--- src/rtl/guess_round_ctrl.sv ---
// -----------------------------------------------------------------------------
// guess_round_ctrl
//
// Round controller for the number-guessing game. It sits directly downstream
// of the countdown timer: it consumes the timer's counter value and drives the
// timer's active-low restart input. A round is started with a one-cycle start
// pulse. Guesses are then scored against the latched secret and higher/lower
// hints are issued. The round ends in WIN on a correct guess, or in LOSE on
// timeout or when the tries are exhausted.
//
// Parameters
//   VAL_W      width of secret, guess and timer count (default 7)
//   MAX_TRIES  guesses allowed per round, 1..15 (default 10)
//
// Ports
//   clk            in   1      system clock, all state on posedge
//   rst_n          in   1      asynchronous active-low reset
//   start          in   1      begin new round (accepted in IDLE/WIN/LOSE)
//   Max_digit      in   2      difficulty 1/2/3, 0 = invalid (start ignored)
//   secret         in   VAL_W  target value, sampled on accepted start
//   guess          in   VAL_W  player guess
//   guess_valid    in   1      one-cycle strobe qualifying guess
//   timer_count    in   VAL_W  counter output of the countdown timer
//   timer_restart  out  1      0 = hold timer cleared, 1 = run (ARM/PLAY)
//   hint_hi        out  1      last scored guess < secret
//   hint_lo        out  1      last scored guess > secret
//   win            out  1      round won, held until next start
//   lose           out  1      round lost, held until next start
//   tries_used     out  4      guesses counted this round
//   time_left      out  VAL_W  timer_count captured on the winning guess
//   busy           out  1      high in ARM or PLAY
//   bad_guess      out  1      (GUESS_RANGE_CHECK_EN only) one-cycle pulse
//                              for a guess above the difficulty's range
//
// Build option
//   GUESS_RANGE_CHECK_EN : when defined, guesses above the range limit of the
//   latched difficulty (9 / 99 / 127) are not scored and pulse bad_guess.
//   When undefined, bad_guess is absent and every guess in PLAY is scored.
// -----------------------------------------------------------------------------
module guess_round_ctrl #(
  parameter int unsigned VAL_W     = 7,
  parameter int unsigned MAX_TRIES = 10
) (
  input  logic             clk,
  input  logic             rst_n,
  input  logic             start,
  input  logic [1:0]       Max_digit,
  input  logic [VAL_W-1:0] secret,
  input  logic [VAL_W-1:0] guess,
  input  logic             guess_valid,
  input  logic [VAL_W-1:0] timer_count,
  output logic             timer_restart,
  output logic             hint_hi,
  output logic             hint_lo,
  output logic             win,
  output logic             lose,
  output logic [3:0]       tries_used,
  output logic [VAL_W-1:0] time_left,
  output logic             busy
`ifdef GUESS_RANGE_CHECK_EN
  ,
  output logic             bad_guess
`endif
);

  typedef enum logic [2:0] {
    ST_IDLE,
    ST_ARM,
    ST_PLAY,
    ST_WIN,
    ST_LOSE
  } state_t;

  localparam logic [3:0] C_MAX_TRIES = 4'(MAX_TRIES);

  state_t           r_state;
  state_t           w_state_nxt;

  logic [VAL_W-1:0] r_secret;
  logic [3:0]       r_tries;
  logic             r_hint_hi;
  logic             r_hint_lo;
  logic             r_win;
  logic             r_lose;
  logic [VAL_W-1:0] r_time_left;

  logic [VAL_W-1:0] w_secret_nxt;
  logic [3:0]       w_tries_nxt;
  logic             w_hint_hi_nxt;
  logic             w_hint_lo_nxt;
  logic             w_win_nxt;
  logic             w_lose_nxt;
  logic [VAL_W-1:0] w_time_left_nxt;

  logic             w_start_ok;
  logic             w_in_range;
  logic             w_scored;
  logic             w_correct;
  logic             w_last_try;
  logic             w_timeout;
  logic [3:0]       w_tries_inc;

`ifdef GUESS_RANGE_CHECK_EN
  logic [1:0]       r_diff;
  logic [1:0]       w_diff_nxt;
  logic             r_bad_guess;
  logic             w_bad_guess_nxt;
  logic [VAL_W-1:0] w_limit;

  // Range limit follows the difficulty latched at round start, not the live
  // Max_digit input.
  always_comb begin
    w_limit = VAL_W'(127);
    case (r_diff)
      2'd1:    w_limit = VAL_W'(9);
      2'd2:    w_limit = VAL_W'(99);
      default: w_limit = VAL_W'(127);
    endcase
  end

  assign w_in_range = (guess <= w_limit);
`else
  assign w_in_range = 1'b1;
`endif

  assign w_start_ok  = start && (Max_digit != 2'd0);
  assign w_scored    = guess_valid && w_in_range;
  assign w_correct   = w_scored && (guess == r_secret);
  assign w_timeout   = (timer_count == '0);
  // 4-bit compare; MAX_TRIES is limited to 1..15 so this never needs carry-out
  assign w_last_try  = ((r_tries + 4'd1) == C_MAX_TRIES);
  assign w_tries_inc = (r_tries == C_MAX_TRIES) ? r_tries : (r_tries + 4'd1);

  // ---------------------------------------------------------------------------
  // State register and round data
  // ---------------------------------------------------------------------------
  always_ff @(posedge clk or negedge rst_n) begin
    if (!rst_n) begin
      r_state     <= ST_IDLE;
      r_secret    <= '0;
      r_tries     <= '0;
      r_hint_hi   <= 1'b0;
      r_hint_lo   <= 1'b0;
      r_win       <= 1'b0;
      r_lose      <= 1'b0;
      r_time_left <= '0;
`ifdef GUESS_RANGE_CHECK_EN
      r_diff      <= '0;
      r_bad_guess <= 1'b0;
`endif
    end else begin
      r_state     <= w_state_nxt;
      r_secret    <= w_secret_nxt;
      r_tries     <= w_tries_nxt;
      r_hint_hi   <= w_hint_hi_nxt;
      r_hint_lo   <= w_hint_lo_nxt;
      r_win       <= w_win_nxt;
      r_lose      <= w_lose_nxt;
      r_time_left <= w_time_left_nxt;
`ifdef GUESS_RANGE_CHECK_EN
      r_diff      <= w_diff_nxt;
      r_bad_guess <= w_bad_guess_nxt;
`endif
    end
  end

  // ---------------------------------------------------------------------------
  // Next-state and next-data logic
  // ---------------------------------------------------------------------------
  always_comb begin
    w_state_nxt     = r_state;
    w_secret_nxt    = r_secret;
    w_tries_nxt     = r_tries;
    w_hint_hi_nxt   = r_hint_hi;
    w_hint_lo_nxt   = r_hint_lo;
    w_win_nxt       = r_win;
    w_lose_nxt      = r_lose;
    w_time_left_nxt = r_time_left;
`ifdef GUESS_RANGE_CHECK_EN
    w_diff_nxt      = r_diff;
    w_bad_guess_nxt = 1'b0;
`endif

    case (r_state)
      ST_IDLE, ST_WIN, ST_LOSE: begin
        // guess_valid is ignored here; results stay stable until a new round
        if (w_start_ok) begin
          w_state_nxt     = ST_ARM;
          w_secret_nxt    = secret;
          w_tries_nxt     = '0;
          w_hint_hi_nxt   = 1'b0;
          w_hint_lo_nxt   = 1'b0;
          w_win_nxt       = 1'b0;
          w_lose_nxt      = 1'b0;
          w_time_left_nxt = '0;
`ifdef GUESS_RANGE_CHECK_EN
          w_diff_nxt      = Max_digit;
`endif
        end
      end

      ST_ARM: begin
        // The timer reads 0 while held and for one cycle after release, so
        // play only begins once it shows a non-zero count.
        if (!w_timeout) begin
          w_state_nxt = ST_PLAY;
        end
      end

      ST_PLAY: begin
`ifdef GUESS_RANGE_CHECK_EN
        w_bad_guess_nxt = guess_valid && !w_in_range;
`endif
        if (w_correct) begin
          // A correct guess beats a simultaneous timeout.
          w_state_nxt     = ST_WIN;
          w_tries_nxt     = w_tries_inc;
          w_win_nxt       = 1'b1;
          w_hint_hi_nxt   = 1'b0;
          w_hint_lo_nxt   = 1'b0;
          w_time_left_nxt = timer_count;
        end else begin
          if (w_scored) begin
            w_tries_nxt   = w_tries_inc;
            w_hint_hi_nxt = (guess < r_secret);
            w_hint_lo_nxt = (guess > r_secret);
          end
          // Leaving PLAY on the first zero drops timer_restart, so the
          // timer's wrap past 0 is never seen.
          if ((w_scored && w_last_try) || w_timeout) begin
            w_state_nxt = ST_LOSE;
            w_lose_nxt  = 1'b1;
          end
        end
      end

      default: begin
        w_state_nxt = ST_IDLE;
      end
    endcase
  end

  // ---------------------------------------------------------------------------
  // Outputs
  // ---------------------------------------------------------------------------
  // Decoded straight from the state register so that an asynchronous reset
  // drops timer_restart in the same cycle.
  assign timer_restart = (r_state == ST_ARM) || (r_state == ST_PLAY);
  assign busy          = timer_restart;
  assign hint_hi       = r_hint_hi;
  assign hint_lo       = r_hint_lo;
  assign win           = r_win;
  assign lose          = r_lose;
  assign tries_used    = r_tries;
  assign time_left     = r_time_left;
`ifdef GUESS_RANGE_CHECK_EN
  assign bad_guess     = r_bad_guess;
`endif

endmodule

--- config.mk ---
export PLATFORM = sky130hd
export DESIGN_NAME = guess_round_ctrl
export DESIGN_NICKNAME = d
export VERILOG_FILES = /design/src/rtl/guess_round_ctrl.sv
export SDC_FILE = /design/constraint.sdc
export NUM_CORES = 1
export LEC_CHECK = 0
export BUFFER_PORTS_ARGS = -buffer_cell sky130_fd_sc_hd__buf_2
export CAP_MARGIN = 25
export CORE_MARGIN = 2
export CORE_UTILIZATION = 40
export CTS_CLUSTER_SIZE = 10
export DETAILED_ROUTE_END_ITERATION = 8
export PLACE_DENSITY_LB_ADDON = 0.3
export SYNTH_ARGS = -nofsm -noshare
export SYNTH_HDL_FRONTEND = slang
export SYNTH_SLANG_ARGS = --single-unit
--- constraint.sdc ---
create_clock -name clk -period 1.8 [get_ports clk]
set_input_delay 0.36 -clock clk [delete_from_list [all_inputs] [get_ports clk]]
set_output_delay 0.36 -clock clk [all_outputs]
set_load 0.02 [all_outputs]
* After elaboration in Yosys (flattened, before gate mapping)
Index checks and enable logic that the tools add are counted.
Storage, ports and cells: bits in registers 25, output and inout port bits 17, word-level logic and storage cells 65
Cells by class: add/sub/neg operators 1, $lt $le $gt $ge 2, equality and inequality tests 14, mux-type cells 25, reduce and logical (&&, ||, !) cells 15
Operators with widths (count):
- 4-bit two-way mux | 4
- 7-bit two-way mux | 2
- 7-bit case mux with 2 select lines | 1
- 3-bit two-way mux | 4
- 2-bit inequality test (second input constant) | 5
- 3-bit case mux with 3 select lines | 1
- 3-bit AND reduction | 3
- 4-bit equality test (second input constant) | 2
- 1-bit two-way mux | 8
- 1-bit case mux with 2 select lines | 4
- 4-bit case mux with 2 select lines | 1
- 7-bit equality test | 1
- 7-bit greater-than comparator | 1
- 7-bit logical NOT | 1
- 7-bit less-than comparator | 1
- 3-bit by 2-bit equality test with 1-bit output (second input constant) | 2
- 3-bit inequality test (second input constant) | 2
- 4-bit by 1-bit adder with 4-bit output (second input constant) | 1
- 4-bit AND reduction | 1
- 2-bit nonzero test | 2
- 3-bit by 1-bit equality test with 1-bit output (second input constant) | 1
- 3-bit equality test (second input constant) | 1
- 1-bit logical AND | 3
- 3-bit logical NOT | 1
- 3 further kinds | 4

* Logic depth before layout (Yosys ltp)
depth after elaboration 7, gate-level depth with buffers 7

* Least setup slack after synthesis
Ideal clock, no wire load.
path type register -> register, start reg r_tries[0] (netlist: tries_used[0]), end reg r_tries[3] (netlist: tries_used[3]), arrival time 1.473 ns, data required time 1.669 ns, slack 0.196 ns, stages on the path, launching flop included 7, path buffers 0, cell sequence dfrtp_1 inv_1 ha_1 nand3b_1 nand2_1 and3_1 or3_1
Between the ends: word-level cells in the longest chain between the ends 5
Ends and longest elaborated chain:
- from (decl) | line 80 | logic [3:0] r_tries;
- from (signal assigned) | line 154 | r_tries <= w_tries_nxt;
- 4-bit by 1-bit adder with 4-bit output / 4-bit equality test (equally long branches) | line 132 | assign w_tries_inc = (r_tries == C_MAX_TRIES) ? r_tries : (r_tries + 4'd1);
- 4-bit two-way mux (*) | line 132
- 4-bit two-way mux | line 223 | if (w_scored) begin
- 4-bit two-way mux (*) | line 214 | if (w_correct) begin
- 4-bit case mux with 2 select lines (*) | line 184 | case (r_state)
Every way passes the cells marked *; elsewhere a longest branch is shown, timed or not. The select of a mux whose other input is x is not followed. A chain may end at the register's enable or synchronous reset.

* Worst setup path after layout
start reg r_state[1], end reg r_tries[3] (netlist: tries_used[3])
Between the ends: word-level cells in the longest chain between the ends 4
Ends and longest elaborated chain:
- from (decl) | line 76 | state_t r_state;
- from (signal assigned) | line 152 | r_state <= w_state_nxt;
- 3-bit by 2-bit equality test with 1-bit output, or another cell as far along | line 184
- 3-bit OR reduction | line 184
- 2-bit inequality test (no line) / 2-bit nonzero test (equally long branches)
- 3-bit AND reduction (no line)
Several ways; a longest one is shown, not always the timed one.

==> out/summary.txt <==
Routed Wire Length: 2720 microns
die height: 63.1 microns
Syn-to-layout area delta: 21.9%
Mapped Cells: 130
I/O pins: 44
post-synthesis compound-gate area fraction: 0.151
Initial Utilization: 0.418
GRT Overall Usage: 0.149
Reg2Reg Depth: 4
router iterations before antenna repair: 4
n_diodes: 0
crit path capture type: flop
Post-DP HPWL: 2170 microns
Worst-Margin Slew: 0.556 ns
CTS Buf Count: 3
Worst-path clk slew: 0.14 ns
# setup viols final: 0
CTS tree: built
flops & latches, synth: 25
Critical Path Source Type: flop
worst setup path endpoint: tries_used[3]
Pleak: 0.895 nW
clock buffer depth: 2
Nets: 216
synth top area cells: dfrtp_1 45%, ha_1 9.0%, mux2_2 5.6%
post-synth top area cell: dfrtp_1
vias per cell: 4.96
Final Cycle Share: 0.915
syn_area_per_cell: 10.7 sq um
synth warn: 0
Power Dens Cells: 1200 nW/um^2
drt wl/cell: 12.1 microns
M2 GR Usage: 0.254
syn nets: 167
most common cell after layout, fill and taps aside: buf_2
residual DRC count: 0
busiest grt layer: met2
CP arrival: 1.85 ns
fin. max-slew vios: 0
Setup Skew: 0.00191 ns
postcts setup bufs: 0
Post-DP Area: 1680 sq um
post-synthesis mux area share: 0.0636
first-pass GRT wire length: 4820 microns
initial antenna violation count: 0
most frequent cells in the layout: 43 x buf_2, 25 x dfrtp_1, 11 x inv_1
Site Rows: 21
Antenna Nets Post-Route: 0
maximum vdd drop: 0.000445 V
Die ar.: 3980 sq um
largest net degree at the start of global routing: 26
max-cap viol count: 0
GPL Wtd Cong: 0.771
drt initial violations: 34
class of the worst hold path: input pin to asynchronous set/reset pin
main combinational cell family by area after synthesis: simple AND/OR/NAND/NOR gates
Max Fclk: 0.607 GHz
met3 usage: 0.0357
via count: 1110
Placeable Area: 3340 sq um
Synth Area in XOR/XNOR: 0.0188
Fin. Hold Viols: 0
cell area after synthesis: 1400 sq um
minimum clock period: 1.65 ns
Num Clock Sinks: 25
Setup WS post-layout: 0.153 ns
post-cts sizing count: 0
flop-to-flop setup slack: 0.15 ns
PortBufs: 43
R2R Path Start: r_state[1]
vias in the first global route: 1111
worst endpoint required time: 2.00 ns
post-synth cell types: 39
post-route cell area: 1700 sq um
Critical path origin: r_state[1]
Worst-Skew Late Latency: 0.31 ns
Place WS: -0.0168 ns
share of cells above drive strength 1: 0.365
met1 usage: 0.194
H-Tree Depth: 1
unrepaired setup endpoints after global routing: false
Seq/Total Area, Yosys: 0.448
worst setup path class: flop to flop
Adder-Cell Fraction of Synth Area: 0.0896
Max transition margin: 0.629
Root Driver: clkbuf_4
post-synth top area share: 0.448
critical path peak fanout: 10
cts hold-fix bufs: 0
total chip power: 2.04 mW
total global routing overflow: 0
status: finished, final reports clean
chip width: 63.1 microns
Post-Synth Simple-Gate Area: 0.171
Layout Utilization: 0.510
worst r2r dst: tries_used[3]
==> critical path: stages, from the launching register on <==
cell and delay, ns:
dfrtp_1 0.53, nor3b_4 0.36, nand2_1 0.11, and3_1 0.20, or3_1 0.35
==> worst min-delay path by stage <==
stage	start	slack (ns)	to
floorplan	rst_n	0.06	hint_hi
global placement	rst_n	0.38	r_secret[2]
detailed placement	rst_n	0.39	time_left[2]
CTS	rst_n	0.04	time_left[5]
global route	rst_n	0.05	time_left[6]
finish	rst_n	0.01	r_secret[1]
==> layout make-up <==
cell class / instances / area (sq um)
Inverter: 11 / 41.3
Tap cell: 46 / 57.6
Fill cell: 330 / 1640
Sequential cell: 25 / 626
Timing Repair Buffer: 49 / 260
Multi-Input combinational cell: 89 / 691
Clock buffer: 4 / 26.3
==> logic make-up after synthesis <==
logic type	count (synthesis)
adder cells (fa/ha/maj)	10
AO/OA/AOI/OAI	29
XOR/XNOR	3
multiplexers	8
AND/OR/NAND/NOR	39
flip-flops	25
buffers and inverters	16
==> where the power goes <==
part / total [mW] / internal, mW / switching, mW
sequential: 0.839 / 0.707 / 0.132
combinational: 0.949 / 0.445 / 0.503
clock: 0.251 / 0.0864 / 0.165
==> through the flow <==
stage / hold WS, ns / cells / TNS, ns
global route: 0.0458 / 224 / 0
finish: 0.0147 / 224 / 0
floorplan: 0.0644 / 130 / 0
global placement: 0.378 / 220 / 0
detailed placement: 0.395 / 220 / -0.0168
CTS: 0.0376 / 224 / 0
==> sequential cells by signal, summed over array words and instances (netlist names) <==
name / cells
win: 1
time_left: 7
lose: 1
r_state: 3
hint_lo: 1
r_secret: 7
tries_used: 4
hint_hi: 1
==> cell usage after synthesis <==
cell type and count:
a41oi_2 1, nand3b_1 1, a21o_1 1, or3_1 1, o21bai_1 1, or4_4 1, a21oi_1 4, xnor2_1 3
nand4_1 1, nor3_1 3, mux2_2 7, nand3_1 8, buf_2 1, o21ai_0 9, a211oi_1 1, and3_1 1
inv_1 11, nand4bb_1 1, nor2_1 5, and2b_1 1, o22ai_1 1, ha_1 10, nor4_4 1, a22o_2 1
mux2i_1 1, and3b_1 1, nand2_1 9, a211o_1 1, nand2b_1 2, dfrtp_1 25, buf_6 1, o21bai_2 1
nor3b_4 1, a22o_1 6, a221o_1 1, nor3b_1 1, buf_4 3, nor2b_1 1, o31a_1 1
==> metal layers <==
layer  routed length [microns]  part of all wire
met2                      1270              0.47
met5                         0                 0
met3                       168             0.062
met4                        13            0.0048
met1                      1260              0.47
No activity file was read; power rests on OpenSTA's default activity.
